<file path="src/rtl/multicycle_ctrl.sv">
// multicycle_ctrl: multicycle sequencer for the mini-CPU datapath.
// Steps fetch/decode/execute/memory/writeback, drives the ALU op code,
// mux selects and write strobes, and parks in TRAP on anything it cannot run.
module multicycle_ctrl #(
    parameter int xlen = 64
) (
    input  logic        clk,
    input  logic        rst,
    input  logic [31:0] instr,
    input  logic        zero,
    input  logic        mem_ready,
    output logic [2:0]  alu_ctrl,
    output logic [1:0]  alu_src_a,
    output logic [1:0]  alu_src_b,
    output logic [1:0]  result_src,
    output logic        adr_src,
    output logic        mem_req,
    output logic        mem_we,
    output logic        ir_write,
    output logic        pc_write,
    output logic        reg_write,
    output logic        retire,
    output logic        trap
);
    // Load/store width is tied to the datapath: ld/sd on 64-bit, lw/sw on 32-bit.
    localparam logic [2:0] LS_F3 = (xlen == 64) ? 3'b011 : 3'b010;

    localparam logic [6:0] OP_LOAD   = 7'b0000011,
                           OP_STORE  = 7'b0100011,
                           OP_RTYPE  = 7'b0110011,
                           OP_ITYPE  = 7'b0010011,
                           OP_BRANCH = 7'b1100011;

    localparam logic [2:0] ALU_AND = 3'b000,
                           ALU_OR  = 3'b001,
                           ALU_ADD = 3'b010,
                           ALU_SUB = 3'b110,
                           ALU_SLT = 3'b111;

    localparam logic [6:0] F7_ZERO = 7'b0000000,
                           F7_ALT  = 7'b0100000;

    typedef enum logic [3:0] {
        S_FETCH,
        S_DECODE,
        S_MEMADR,
        S_MEMREAD,
        S_MEMWB,
        S_MEMWRITE,
        S_EXECR,
        S_EXECI,
        S_ALUWB,
        S_BEQ,
        S_TRAP
    } state_t;

    state_t     state_q, state_d;
    logic       trap_q;
    logic [6:0] opcode;
    logic [2:0] funct3;
    logic [6:0] funct7;
    logic       unused_fields;

    assign opcode        = instr[6:0];
    assign funct3        = instr[14:12];
    assign funct7        = instr[31:25];
    // Register numbers and immediates belong to the datapath, not to sequencing.
    assign unused_fields = ^{instr[24:15], instr[11:7]};

    // R-type: add/sub on f3=000 (f7 picks which), and/or/slt need f7=0.
    function automatic logic r_legal(input logic [2:0] f3, input logic [6:0] f7);
        case (f3)
            3'b000:                 r_legal = (f7 == F7_ZERO) || (f7 == F7_ALT);
            3'b111, 3'b110, 3'b010: r_legal = (f7 == F7_ZERO);
            default:                r_legal = 1'b0;
        endcase
    endfunction

    // I-type ALU ops: funct7 bits are immediate, only funct3 matters.
    function automatic logic i_legal(input logic [2:0] f3);
        i_legal = (f3 == 3'b000) || (f3 == 3'b111) || (f3 == 3'b110) || (f3 == 3'b010);
    endfunction

    // Shared funct3 -> ALU op map; legality is settled in DECODE so the
    // default arm only ever sees f3=000.
    function automatic logic [2:0] alu_op(input logic [2:0] f3, input logic sub);
        case (f3)
            3'b111:  alu_op = ALU_AND;
            3'b110:  alu_op = ALU_OR;
            3'b010:  alu_op = ALU_SLT;
            default: alu_op = sub ? ALU_SUB : ALU_ADD;
        endcase
    endfunction

    // State register; reset abandons any in-flight access and restarts in FETCH.
    always_ff @(posedge clk or posedge rst) begin
        if (rst) state_q <= S_FETCH;
        else     state_q <= state_d;
    end

    // Sticky illegal-instruction flag, cleared only by reset.
    always_ff @(posedge clk or posedge rst) begin
        if (rst)                    trap_q <= 1'b0;
        else if (state_d == S_TRAP) trap_q <= 1'b1;
    end

    // Next-state: memory states hold until mem_ready, DECODE dispatches on opcode.
    always_comb begin
        state_d = state_q;
        case (state_q)
            S_FETCH:    if (mem_ready) state_d = S_DECODE;
            S_DECODE: begin
                case (opcode)
                    OP_LOAD:   state_d = (funct3 == LS_F3) ? S_MEMADR : S_TRAP;
                    OP_STORE:  state_d = (funct3 == LS_F3) ? S_MEMADR : S_TRAP;
                    OP_RTYPE:  state_d = r_legal(funct3, funct7) ? S_EXECR : S_TRAP;
                    OP_ITYPE:  state_d = i_legal(funct3) ? S_EXECI : S_TRAP;
                    OP_BRANCH: state_d = (funct3 == 3'b000) ? S_BEQ : S_TRAP;
                    default:   state_d = S_TRAP;
                endcase
            end
            S_MEMADR:   state_d = (opcode == OP_STORE) ? S_MEMWRITE : S_MEMREAD;
            S_MEMREAD:  if (mem_ready) state_d = S_MEMWB;
            S_MEMWB:    state_d = S_FETCH;
            S_MEMWRITE: if (mem_ready) state_d = S_FETCH;
            S_EXECR:    state_d = S_ALUWB;
            S_EXECI:    state_d = S_ALUWB;
            S_ALUWB:    state_d = S_FETCH;
            S_BEQ:      state_d = S_FETCH;
            S_TRAP:     state_d = S_TRAP;
            default:    state_d = S_FETCH;
        endcase
    end

    // Output decode from state; reset forces every output to its idle value.
    always_comb begin
        alu_ctrl   = ALU_ADD;
        alu_src_a  = 2'b00;
        alu_src_b  = 2'b00;
        result_src = 2'b00;
        adr_src    = 1'b0;
        mem_req    = 1'b0;
        mem_we     = 1'b0;
        ir_write   = 1'b0;
        pc_write   = 1'b0;
        reg_write  = 1'b0;
        retire     = 1'b0;
        if (!rst) begin
            case (state_q)
                S_FETCH: begin
                    // pc+4 path held for the whole fetch so selects never move mid-request
                    mem_req    = 1'b1;
                    alu_src_b  = 2'b10;
                    result_src = 2'b10;
                    ir_write   = mem_ready;
                    pc_write   = mem_ready;
                end
                S_DECODE: begin
                    alu_src_a = 2'b01;
                    alu_src_b = 2'b01;
                end
                S_MEMADR: begin
                    alu_src_a = 2'b10;
                    alu_src_b = 2'b01;
                end
                S_MEMREAD: begin
                    mem_req = 1'b1;
                    adr_src = 1'b1;
                end
                S_MEMWB: begin
                    reg_write  = 1'b1;
                    result_src = 2'b01;
                    retire     = 1'b1;
                end
                S_MEMWRITE: begin
                    mem_req = 1'b1;
                    mem_we  = 1'b1;
                    adr_src = 1'b1;
                    retire  = mem_ready;
                end
                S_EXECR: begin
                    alu_src_a = 2'b10;
                    alu_ctrl  = alu_op(funct3, funct7 == F7_ALT);
                end
                S_EXECI: begin
                    alu_src_a = 2'b10;
                    alu_src_b = 2'b01;
                    alu_ctrl  = alu_op(funct3, 1'b0);
                end
                S_ALUWB: begin
                    reg_write = 1'b1;
                    retire    = 1'b1;
                end
                S_BEQ: begin
                    alu_src_a = 2'b10;
                    alu_ctrl  = ALU_SUB;
                    pc_write  = zero;
                    retire    = 1'b1;
                end
                default: ;
            endcase
        end
    end

    assign trap = trap_q;

endmodule

</file>
<file path="config.mk">
export PLATFORM = sky130hd
export DESIGN_NAME = multicycle_ctrl
export DESIGN_NICKNAME = d
export VERILOG_FILES = /design/src/rtl/multicycle_ctrl.sv
export SDC_FILE = /design/constraint.sdc
export NUM_CORES = 1
export LEC_CHECK = 0
export BUFFER_PORTS_ARGS = -buffer_cell sky130_fd_sc_hd__buf_2
export CAP_MARGIN = 30
export CORE_ASPECT_RATIO = 1.2
export CORE_MARGIN = 4
export CORE_UTILIZATION = 30
export CTS_CLUSTER_DIAMETER = 40
export DETAILED_ROUTE_END_ITERATION = 10
export PLACE_DENSITY = 0.73
export SLEW_MARGIN = 20
export SYNTH_ARGS = -nofsm -noshare
export SYNTH_HDL_FRONTEND = slang
export SYNTH_SLANG_ARGS = --single-unit
</file>
<file path="constraint.sdc">
create_clock -name clk -period 2.32 [get_ports clk]
set_clock_uncertainty 0.2 [all_clocks]
set_input_delay 0.116 -clock clk [delete_from_list [all_inputs] [get_ports clk]]
set_output_delay 0.116 -clock clk [all_outputs]
set_load 0.02 [all_outputs]
</file>
==> impl_metrics.yaml <==
run_status:
  status: "completed"
synth:
  syn_inst: 94
  avgSynthCellArea_sq_um: 7.69
  syn_area_sq_um: 723
  synth-edff-count: 0
  synth_flop_cell: "dfrtp_1"
  ys_top_cells_by_area: "dfrtp_1 17%, nand2b_1 6.9%, nor2_1 3.6%"
  yosysTopAreaCell: "dfrtp_1"
  ys_types: 48
  ys_seq_elements: 5
  yosys_warnings: 0
  yosysSeqAreaShare: 0.173
  async_flop_share: 1.00
  syn-num-nets: 130
  yosysTopAreaCellShare: 0.173
placed_design:
  dpl.cell_count: 155
  placed_area_sq_um: 907
  place_hpwl_um: 1590
  gp_congestion: 0.780
  numPortBuffers: 37
  dpl_worst_slack_ps: 358
run:
  drv_cap: 0
sta:
  setup_tns_ps: 0
  fin_crit_sh: 0.914
  rsz0062_at_grt: "false"
  worst_slack_ps: 199
  min_period_ps: 2120
  max-slew-margin-rel: 0.581
  max_freq_ghz: 0.472
  worstMarginPinSlew_ps: 620
  finalHoldViolCount: 0
  setup_viol: 0
  slew_viol_final: 0
grt:
  grt_max_degree: 14
  grt_overflow: 0
  grt_usage: 0.129
  grt_pass1_wl_um: 3190
  grt_pass1_vias: 772
  antenna_found_initial: 0
route:
  wl_per_cell_um: 12.4
  drt-pass1-iter-count: 4
  finalWirelength_um: 1990
  post_drt_via_cell_ratio: 5.21
  ant_nets: 0
  drt_iter0_drc: 17
  vias: 833
  drc_errors: 0
clocking:
  numCtsBuffers: 3
  clk_pin_slew_ps: 40
  cts_tree: "yes"
  clock_latency_ps: 240
  root_buffer: "clkbuf_4"
  h-tree-depth: 1
  clockBufferDepth: 2
  clkSinkCount: 5
critical_path:
  r2r_slack_ps: 410
  crit_path_start: "rst"
  path_cells: "dlygate4sd3_1, buf_2, or3_1, nor3_2, and2_1, a21o_1, buf_2"
  endpoint_kind: "output pin"
  critPathMaxFanout: 8
  critPathSlowestCell: "dlygate4sd3_1"
  worstPathArrival_ps: 1800
  cpPeakStageDelay_ps: 530
  r2r_cells: 4
  r2r_start: "state_q[3]"
  crit_type: "input pin to output pin"
  cp-start-kind: "input pin"
  r2r-end: "trap"
  cp_common_cell: "buf_2"
  cp.required_ps: 2000
die:
  fp-row-count: 19
  fp.coreArea_sq_um: 2310
  dieArea_sq_um: 3260
  die_w_um: 52.8
  start_util: 0.314
  io_pins: 53
  die_height_um: 61.8
finish:
  fin_area_sq_um: 948
  syn2layout_area_growth_pct: 31.1
  final_nets: 166
  diodes: 0
  finalNonFillerCells: 160
  drive_gt1_frac: 0.395
hold_path:
  hold_end: "state_q[2]"
  worstHoldPathCells: 3
  holdCritPathClass: "input pin to flop"
  min_from: "instr[4]"
power:
  p_per_area_nw_per_um2: 818
  power_mw: 0.776
  ir_worst_vdd_uv: 324
  p_leak_nw: 0.467
-- placed cells by master, fill, tap and decap left out, types with 3 or more instances in the layout --
master    count
nor2_1        7
nand2_1       4
o21ai_0       4
clkbuf_4      3
dfrtp_1       5
a21oi_1       4
and3_1        3
nand2b_1      8
inv_1         5
buf_2        37
nor3_1        5
-- metrics by stage --
stage	hold WS, ps	util
after floorplan	-120	-
after global placement	-107	0.393
after detailed placement	-106	0.393
after CTS	4.01	0.409
after global routing	54.3	0.411
final	20.4	0.411
-- metal layers --
metal  part of all wire  global-route usage
met4                  0              0.0657
met1               0.44               0.158
met5                  0                   0
met2               0.50               0.223
met3              0.052              0.0143
-- timing repair --
action,CTS,global route
setup buffers,0,0
resized for setup,0,1
endpoints found under the hold margin,5,0
hold buffers,1,0
setup endpoints to repair,0,2
-- synthesized netlist by cell type (2+ instances only) --
master	instances
nor3_1	5
o21ai_0	4
nor4b_1	2
nor4bb_1	2
a41oi_1	2
nor2_1	7
nand2_1	4
dfrtp_1	5
nor3b_1	2
a211o_1	2
nand2b_1	8
buf_2	5
and3_1	3
a21oi_1	4
inv_1	5
nor2b_1	2
-- layout make-up --
type                       count  area, sq um
inverter                       5         18.8
sequential                     5          125
timing repair buffer          39          203
multi-input combinational     76          537
tap                           31         38.8
clock buffer                   4         26.3
fill                         246         1360
-- registers in the layout, summed over array words and instances (netlist names) --
register and flops:
trap 1, state_q 4
-- power breakdown --
group / total [mW] / internal, mW / switching, mW
combinational: 0.495 / 0.217 / 0.279
sequential: 0.183 / 0.116 / 0.0677
clock: 0.0969 / 0.0648 / 0.0321
total: 0.776 / 0.397 / 0.379
-- how the worst max path moves through the flow --
| stage | endpoint | slack [ps] | cells after the start |
|---|---|---|---|
| 2_1_floorplan | pc_write | 210 | 5 |
| 3_3_place_gp | alu_ctrl[0] | 370 | 4 |
| 3_5_place_dp | alu_ctrl[0] | 360 | 4 |
| 4_1_cts | alu_ctrl[0] | 90 | 4 |
| 5_1_grt | pc_write | 50 | 5 |
| 6_report | pc_write | 200 | 7 |
-- cell families after synthesis --
group | Yosys count | share of synthesized area
simple gates | 48 | 0.433
xor+xnor | 1 | 0.0121
buf+inv | 13 | 0.0917
mux | 2 | 0.0294
flops | 5 | 0.173
compound gates | 25 | 0.261
-- critical path: cells and delay by family --
kind	cells	cell delay (ps)
AOI/OAI and AO/OA	1	80
and+or+nand+nor	3	760
buffers and inverters	3	850
No activity file was read; power rests on OpenSTA's default activity.
